--- src/rtl/code_mem_arbiter.sv ---
// code_mem_arbiter
//   Shares the single code-memory port between instruction fetch (F) and the
//   data port (D, used for loads/stores into code space). F has fixed priority.
//   A starvation counter hands the port to D once D has been refused MAX_WAIT
//   arbitration rounds in a row. One access is in flight at a time. Memory read
//   data arrives one cycle after the address, so one access completes every
//   two cycles.
//
// Ports
//   iCLK, iRST                 clock, synchronous active-high reset
//   iFReq/iFAddr               fetch request and word address
//   oFGnt/oFValid/oFData       fetch grant, response pulse and read data
//   iDReq/iDWe/iDBe/iDAddr/iDWData   data request and its fields
//   oDGnt/oDValid/oDRData      data grant, response pulse, read data (0 on writes)
//   oMemRe/oMemWe/oMemBe/oMemAddr/oMemWData   code-memory request side
//   iMemRData                  code-memory read data (cycle after oMemRe)
module code_mem_arbiter #(
    parameter int unsigned MAX_WAIT = 4,
    parameter int unsigned CW       = 4
) (
    input  logic        iCLK,
    input  logic        iRST,
    input  logic        iFReq,
    input  logic [31:0] iFAddr,
    output logic        oFGnt,
    output logic        oFValid,
    output logic [31:0] oFData,
    input  logic        iDReq,
    input  logic        iDWe,
    input  logic [3:0]  iDBe,
    input  logic [31:0] iDAddr,
    input  logic [31:0] iDWData,
    output logic        oDGnt,
    output logic        oDValid,
    output logic [31:0] oDRData,
    output logic        oMemRe,
    output logic        oMemWe,
    output logic [3:0]  oMemBe,
    output logic [31:0] oMemAddr,
    output logic [31:0] oMemWData,
    input  logic [31:0] iMemRData
);

    localparam logic [CW-1:0] WAIT_LIMIT = CW'(MAX_WAIT);
    localparam logic [CW-1:0] CNT_MAX    = '1;

    typedef enum logic [1:0] {
        IDLE,
        ACC,
        RSP
    } state_t;

    state_t        state;
    state_t        stateNext;

    // Registered copy of the granted request; drives the memory during ACC.
    logic          ownerD;
    logic          weR;
    logic [3:0]    beR;
    logic [31:0]   addrR;
    logic [31:0]   wdataR;
    logic [CW-1:0] waitCnt;

    logic          arb;
    logic          dWin;

    // Address and write data keep their last value outside ACC.
    assign oMemAddr  = addrR;
    assign oMemWData = wdataR;

    always_comb begin
        stateNext = IDLE;
        oFGnt     = 1'b0;
        oDGnt     = 1'b0;
        oFValid   = 1'b0;
        oDValid   = 1'b0;
        oFData    = '0;
        oDRData   = '0;
        oMemRe    = 1'b0;
        oMemWe    = 1'b0;
        oMemBe    = '0;

        // Grants are suppressed while reset is asserted: the edge would
        // discard them anyway and the requester must not see a phantom accept.
        arb  = (state != ACC) && !iRST;
        dWin = iDReq && (!iFReq || (waitCnt >= WAIT_LIMIT));

        case (state)
            ACC: begin
                oMemRe    = !weR;
                oMemWe    = weR;
                oMemBe    = beR;
                stateNext = RSP;
            end
            RSP: begin
                oFValid = !ownerD;
                oDValid = ownerD;
                oFData  = ownerD ? '0 : iMemRData;
                oDRData = (ownerD && !weR) ? iMemRData : '0;
            end
            default: ;
        endcase

        if (arb) begin
            oDGnt = dWin;
            oFGnt = iFReq && !dWin;
            if (oDGnt || oFGnt) begin
                stateNext = ACC;
            end
        end
    end

    always_ff @(posedge iCLK) begin
        if (iRST) begin
            state   <= IDLE;
            waitCnt <= '0;
            ownerD  <= 1'b0;
            weR     <= 1'b0;
            beR     <= '0;
            addrR   <= '0;
            wdataR  <= '0;
        end else begin
            state <= stateNext;

            if (oFGnt || oDGnt) begin
                ownerD <= oDGnt;
                weR    <= oDGnt && iDWe;
                beR    <= oDGnt ? iDBe : 4'hF;
                addrR  <= oDGnt ? iDAddr : iFAddr;
                if (oDGnt) begin
                    wdataR <= iDWData;
                end
            end

            if (arb) begin
                if (oDGnt || !iDReq) begin
                    waitCnt <= '0;
                end else if (waitCnt != CNT_MAX) begin
                    waitCnt <= waitCnt + 1'b1;
                end
            end
        end
    end

endmodule

--- config.mk ---
export PLATFORM = sky130hd
export DESIGN_NAME = code_mem_arbiter
export DESIGN_NICKNAME = d
export VERILOG_FILES = /design/src/rtl/code_mem_arbiter.sv
export SDC_FILE = /design/constraint.sdc
export NUM_CORES = 1
export LEC_CHECK = 0
export ABC_AREA = 1
export BUFFER_PORTS_ARGS = -buffer_cell sky130_fd_sc_hd__clkbuf_2
export CAP_MARGIN = 20
export CORE_AREA = 3 3 106 108
export CTS_CLUSTER_SIZE = 20
export DETAILED_ROUTE_END_ITERATION = 6
export DIE_AREA = 0 0 109 111
export MAX_ROUTING_LAYER = met4
export PLACE_DENSITY = 0.78
export SLEW_MARGIN = 20
export SYNTH_ARGS = -nofsm -noshare
export SYNTH_HDL_FRONTEND = slang
export SYNTH_SLANG_ARGS = --single-unit
--- constraint.sdc ---
create_clock -name iCLK -period 1.38 [get_ports iCLK]
set_input_delay 0.069 -clock iCLK [delete_from_list [all_inputs] [get_ports iCLK]]
set_output_delay 0.069 -clock iCLK [all_outputs]
set_load 0.03 [all_outputs]
Word level (Yosys, flattened, before mapping):

Cells that the tools add are included.

* $add $sub $neg: 1
* $lt $le $gt $ge: 1
* equality and inequality tests: 4
* multiplexer cells: 18
* reductions and logical operators: 18

Operator list (number)
* 2-to-1 mux 32 bit: 5
* 2-to-1 mux 4 bit: 4
* logical NOT 1 bit: 6
* 2-to-1 mux 1 bit: 6
* 2-to-1 mux 2 bit: 3
* logical AND 1 bit: 5
* adder 4 x 1 -> 4 bit, second input constant: 1
* >= comparator 4 x 3 -> 1 bit, second input constant: 1
* logical OR 1 bit: 4
* != test 4 bit, second input constant: 1
* AND reduction 2 bit: 2
* equality test 2 x 1 -> 1 bit, second input constant: 1
* equality test 2 bit, second input constant: 1
* != test 2 x 1 -> 1 bit, second input constant: 1
* nonzero test 2 bit: 1

* register bits: 76
* input bits: 137
* output and inout bits: 138
* logic and storage cells: 49

Depth between registers and ports, before layout:

* word-level depth: 8
* gate-level depth with buffers: 9
* depth with buffers taken out: 8

Worst setup path before layout:

Ideal clock, no wire load.

* kind: register to output
* start: reg state[0]
* end: out oFData[0]
* arrival: 1.749 ns
* data required time: 1.311 ns
* slack: -0.438 ns
* cell stages (with the launch flop): 7
* cells stage by stage: dfxtp_1 -> nor2_1 -> inv_2 -> nor2_1 -> inv_2 -> clkbuf_1 -> nor2_1

* word-level cells in the longest chain between the ends: 2

RTL lines
* from (decl): line 53 `state_t state;`
* from (signal assigned): line 123 `state <= stateNext;`
* equality test 2 bit: line 88 `case (state)`
* 2-to-1 mux 32 bit: line 88
* to (decl): line 27 `output logic [31:0] oFData,`

No other way between the ends.

Worst setup path in the final report:

* start: reg ownerD
* end: out oFData[21]

* word-level cells in the longest chain between the ends: 2

RTL lines
* from (decl): line 57 `logic ownerD;`
* from (signal assigned): line 126 `ownerD <= oDGnt;`
* 2-to-1 mux 32 bit: line 98 `oFData = ownerD ? '0 : iMemRData;`
* 2-to-1 mux 32 bit: line 88

No other way between the ends.

==> reports/qor.csv <==
metric,value,unit
crit_path_start_kind,flip-flop,
post_synthesis_sequential_element_count,76,
final_min_period_over_clock_period,1.19,
timing.critical_path.slowest_stage_cell,sky130_fd_sc_hd__dfxtp_1,
fillerInstances,645,
synthDominantCellAreaShare,0.407,
synth_top_cells_by_area,"sky130_fd_sc_hd__dfxtp_1 (41%), sky130_fd_sc_hd__nand2_1 (14%), sky130_fd_sc_hd__inv_1 (7.5%)",
critical_path.max_stage_delay,350,ps
most_common_library_cell_in_the_layout_ignoring_fill_and_taps,sky130_fd_sc_hd__clkbuf_2,
first_drt_pass_iteration_count,4,
synth_largest_area_cell,sky130_fd_sc_hd__dfxtp_1,
slew_headroom,0.768,
post_route_cells_drive_above_1_share,0.534,
hold_path_depth,5,
tritoncts,done,
synth_warnings,0,
drt.antenna.violating_nets,0,
vias_per_cell,5.05,
r2r_setup_slack,-100,ps
timing.critical_path.cells,buf_4 -> nor2_4 -> inv_6 -> buf_12 -> nor2_4 -> clkbuf_8,
worst_r2r_path_depth,8,
initial_core_util,0.362,
period_minus_slack,1640,ps
nets_in_the_synthesized_netlist,702,
floorplan.core_area,10300,um^2
ys_seq_area_frac,0.407,
number_of_antenna_violations_at_the_first_check_in_global_routing,0,
syn2layout_area_growth,120,%
fin_nets,1044,
timing_worst_setup_path_type,flip-flop to primary output,
cap_viol_max_count,0,
worstReg2RegStart,state[0]$_SDFF_PP0_,
grt_start_max_net_pins,68,
antenna_diode_count,0,
endpoint_kind,primary output,
final_cells,1046,
reg2reg_to,oMemAddr[30]$_SDFFE_PP0P_,
clock_sink_count,76,
finalSetupTns,-15190,ps
power_leakage,4.24,nW
dp_hpwl,9390,um
worst-path-max-fanout,8,
buffer_ports.inserted,274,
routedWlPerCell,18.2,um
design.die.area,12100,um^2
totalPowerFinal,6.10,mW
die_h,111,um
initialDrtViolationCount,266,
ir_worst_vdd,547,uV
detailroute.via_count,5283,
layout_setup_ws,-256,ps
power.density_cell_area,744,nW/um^2
setup_repair_after_global_routing_missed_its_margin,yes,
grt_overflow,0,
worstHoldEndpoint,oMemAddr[23]$_SDFFE_PP0P_,
min-delay-start,iFAddr[23],
syn-cell-area,3730,um^2
status,"complete, but fails checks",
grt_util_all_layers,0.269,
max_slew.worst_pin.slew,348,ps
timing.critical_path.arrival,1570,ps
clock_latency,350,ps
data_required_time_of_the_worst_path,1310,ps
grt_pass1_vias,5134,
cpMostUsedCell,sky130_fd_sc_hd__nor2_4,
syn-mean-instance-area,6.62,um^2
failed_checks,negative setup slack,
layout.cell_area.non_filler,8210,um^2
final-hold-violation-count,0,
maxSlewViolCount,0,
cts_root_buffer,sky130_fd_sc_hd__clkbuf_8,
setup_violations,129,
skew,21.4,ps
clock_tree.buffer_depth,2,
fmax,0.611,GHz
htreeDepth,3,
placement.cell_area,5620,um^2
drc,0,
design.portCount,275,
multi_input_area,2580,um^2
synthCells,564,
hold_path_class,input port to flip-flop,
path_clk_slew,100,ps
die_w,109,um
most_frequent_cells_in_the_layout,"sky130_fd_sc_hd__clkbuf_2 (200), sky130_fd_sc_hd__nand2_1 (112), sky130_fd_sc_hd__inv_1 (74), sky130_fd_sc_hd__dfxtp_1 (71), sky130_fd_sc_hd__clkbuf_8 (58)",
rows,37,
placedCellCount,955,
seq_cell_area,1530,um^2
routabilityCongestion,0.844,
place_worst_setup_slack,75.1,ps
detailed_route_wl,19000,um
yosysUniqueCellTypes,24,
numCtsBuffers,9,
grt_pass1_wl,25200,um
-- cell usage after synthesis --
cell type	instances
sky130_fd_sc_hd__nand3_1	34
sky130_fd_sc_hd__buf_4	1
sky130_fd_sc_hd__ha_1	1
sky130_fd_sc_hd__buf_1	1
sky130_fd_sc_hd__a21oi_4	1
sky130_fd_sc_hd__dfxtp_1	76
sky130_fd_sc_hd__o31ai_1	2
sky130_fd_sc_hd__nand2_1	136
sky130_fd_sc_hd__o21ai_0	39
sky130_fd_sc_hd__o21a_1	1
sky130_fd_sc_hd__buf_2	13
sky130_fd_sc_hd__inv_1	75
sky130_fd_sc_hd__inv_2	5
sky130_fd_sc_hd__nand3b_1	31
sky130_fd_sc_hd__a21oi_1	34
sky130_fd_sc_hd__xor2_1	1
sky130_fd_sc_hd__clkbuf_1	25
sky130_fd_sc_hd__nor2_1	48
sky130_fd_sc_hd__buf_6	1
sky130_fd_sc_hd__nand3_2	1
sky130_fd_sc_hd__nand4_1	3
sky130_fd_sc_hd__nand2_2	2
sky130_fd_sc_hd__nor3_1	32
sky130_fd_sc_hd__nor2_4	1
-- area by class of cell --
type	instances	share of cell area
clock buffer	9	0.0151
clock inverter	6	0.00503
inverter	80	0.0375
multi-input combinational	367	0.314
sequential	76	0.186
tap	136	0.0207
timing repair buffer	372	0.421
-- report_power, final --
part / internal (mW) / leakage (nW) / switching (mW)
logic: 0.890 / 3.54 / 1.27
clock network: 0.643 / 0.0775 / 0.861
registers: 2.35 / 0.628 / 0.0886
total: 3.89 / 4.24 / 2.22
-- timing repair --
action	4_1_cts	5_1_grt
gates cloned	4	18
hold buffers	40	0
hold endpoints to repair	40	0
pin swaps	8	20
setup endpoints to repair	73	135
gates resized for setup	229	128
buffers inserted	11	4
-- worst max-delay path: cells and delay by family (launching register included) --
family        cells  cell delay [ps]
simple gates      2              290
flops             1              350
buf+inv           4              600
-- worst max-delay path by stage --
stage,from,end,slack [ps],cells past startpoint
after floorplan,state[0]$_SDFF_PP0_,oDRData[22],-90,4
after global placement,state[0]$_SDFF_PP0_,oFData[7],100,7
after detailed placement,state[0]$_SDFF_PP0_,oFData[31],80,7
after CTS,state[0]$_SDFF_PP0_,oFData[31],-230,7
after global routing,state[1]$_SDFF_PP0_,oFData[21],-310,8
final,ownerD$_SDFFE_PP0P_,oFData[21],-260,6
-- kinds of logic after synthesis --
family | share of synthesized area
AO/OA/AOI/OAI | 0.108
buffers and inverters | 0.129
AND/OR/NAND/NOR | 0.350
flip-flops | 0.407
XOR/XNOR | 0.00235
adder cells (fa/ha/maj) | 0.00335
-- state kept, by name (all words and copies together) (netlist names) --
register and cells:
ownerD 1, beR 4, weR 1, state 2
waitCnt 4, oMemWData 32, oMemAddr 32
-- per-stage QoR --
stage / util / hold WS, ps
after floorplan: - / 180
after global placement: 0.544 / 264
after detailed placement: 0.544 / 269
after CTS: 0.714 / 0.701
after global routing: 0.795 / 17.0
final: 0.795 / 14.8
-- layer usage --
| layer | up-vias | global-route usage | routed length (um) |
|---|---|---|---|
| li1 | 2476 | - | - |
| met4 | 0 | 0.121 | 879 |
| met1 | 2460 | 0.275 | 6780 |
| met3 | 66 | 0.0513 | 1330 |
| met2 | 281 | 0.486 | 10000 |
| met5 | - | - | 0 |
No activity file was read; power rests on OpenSTA's default activity.
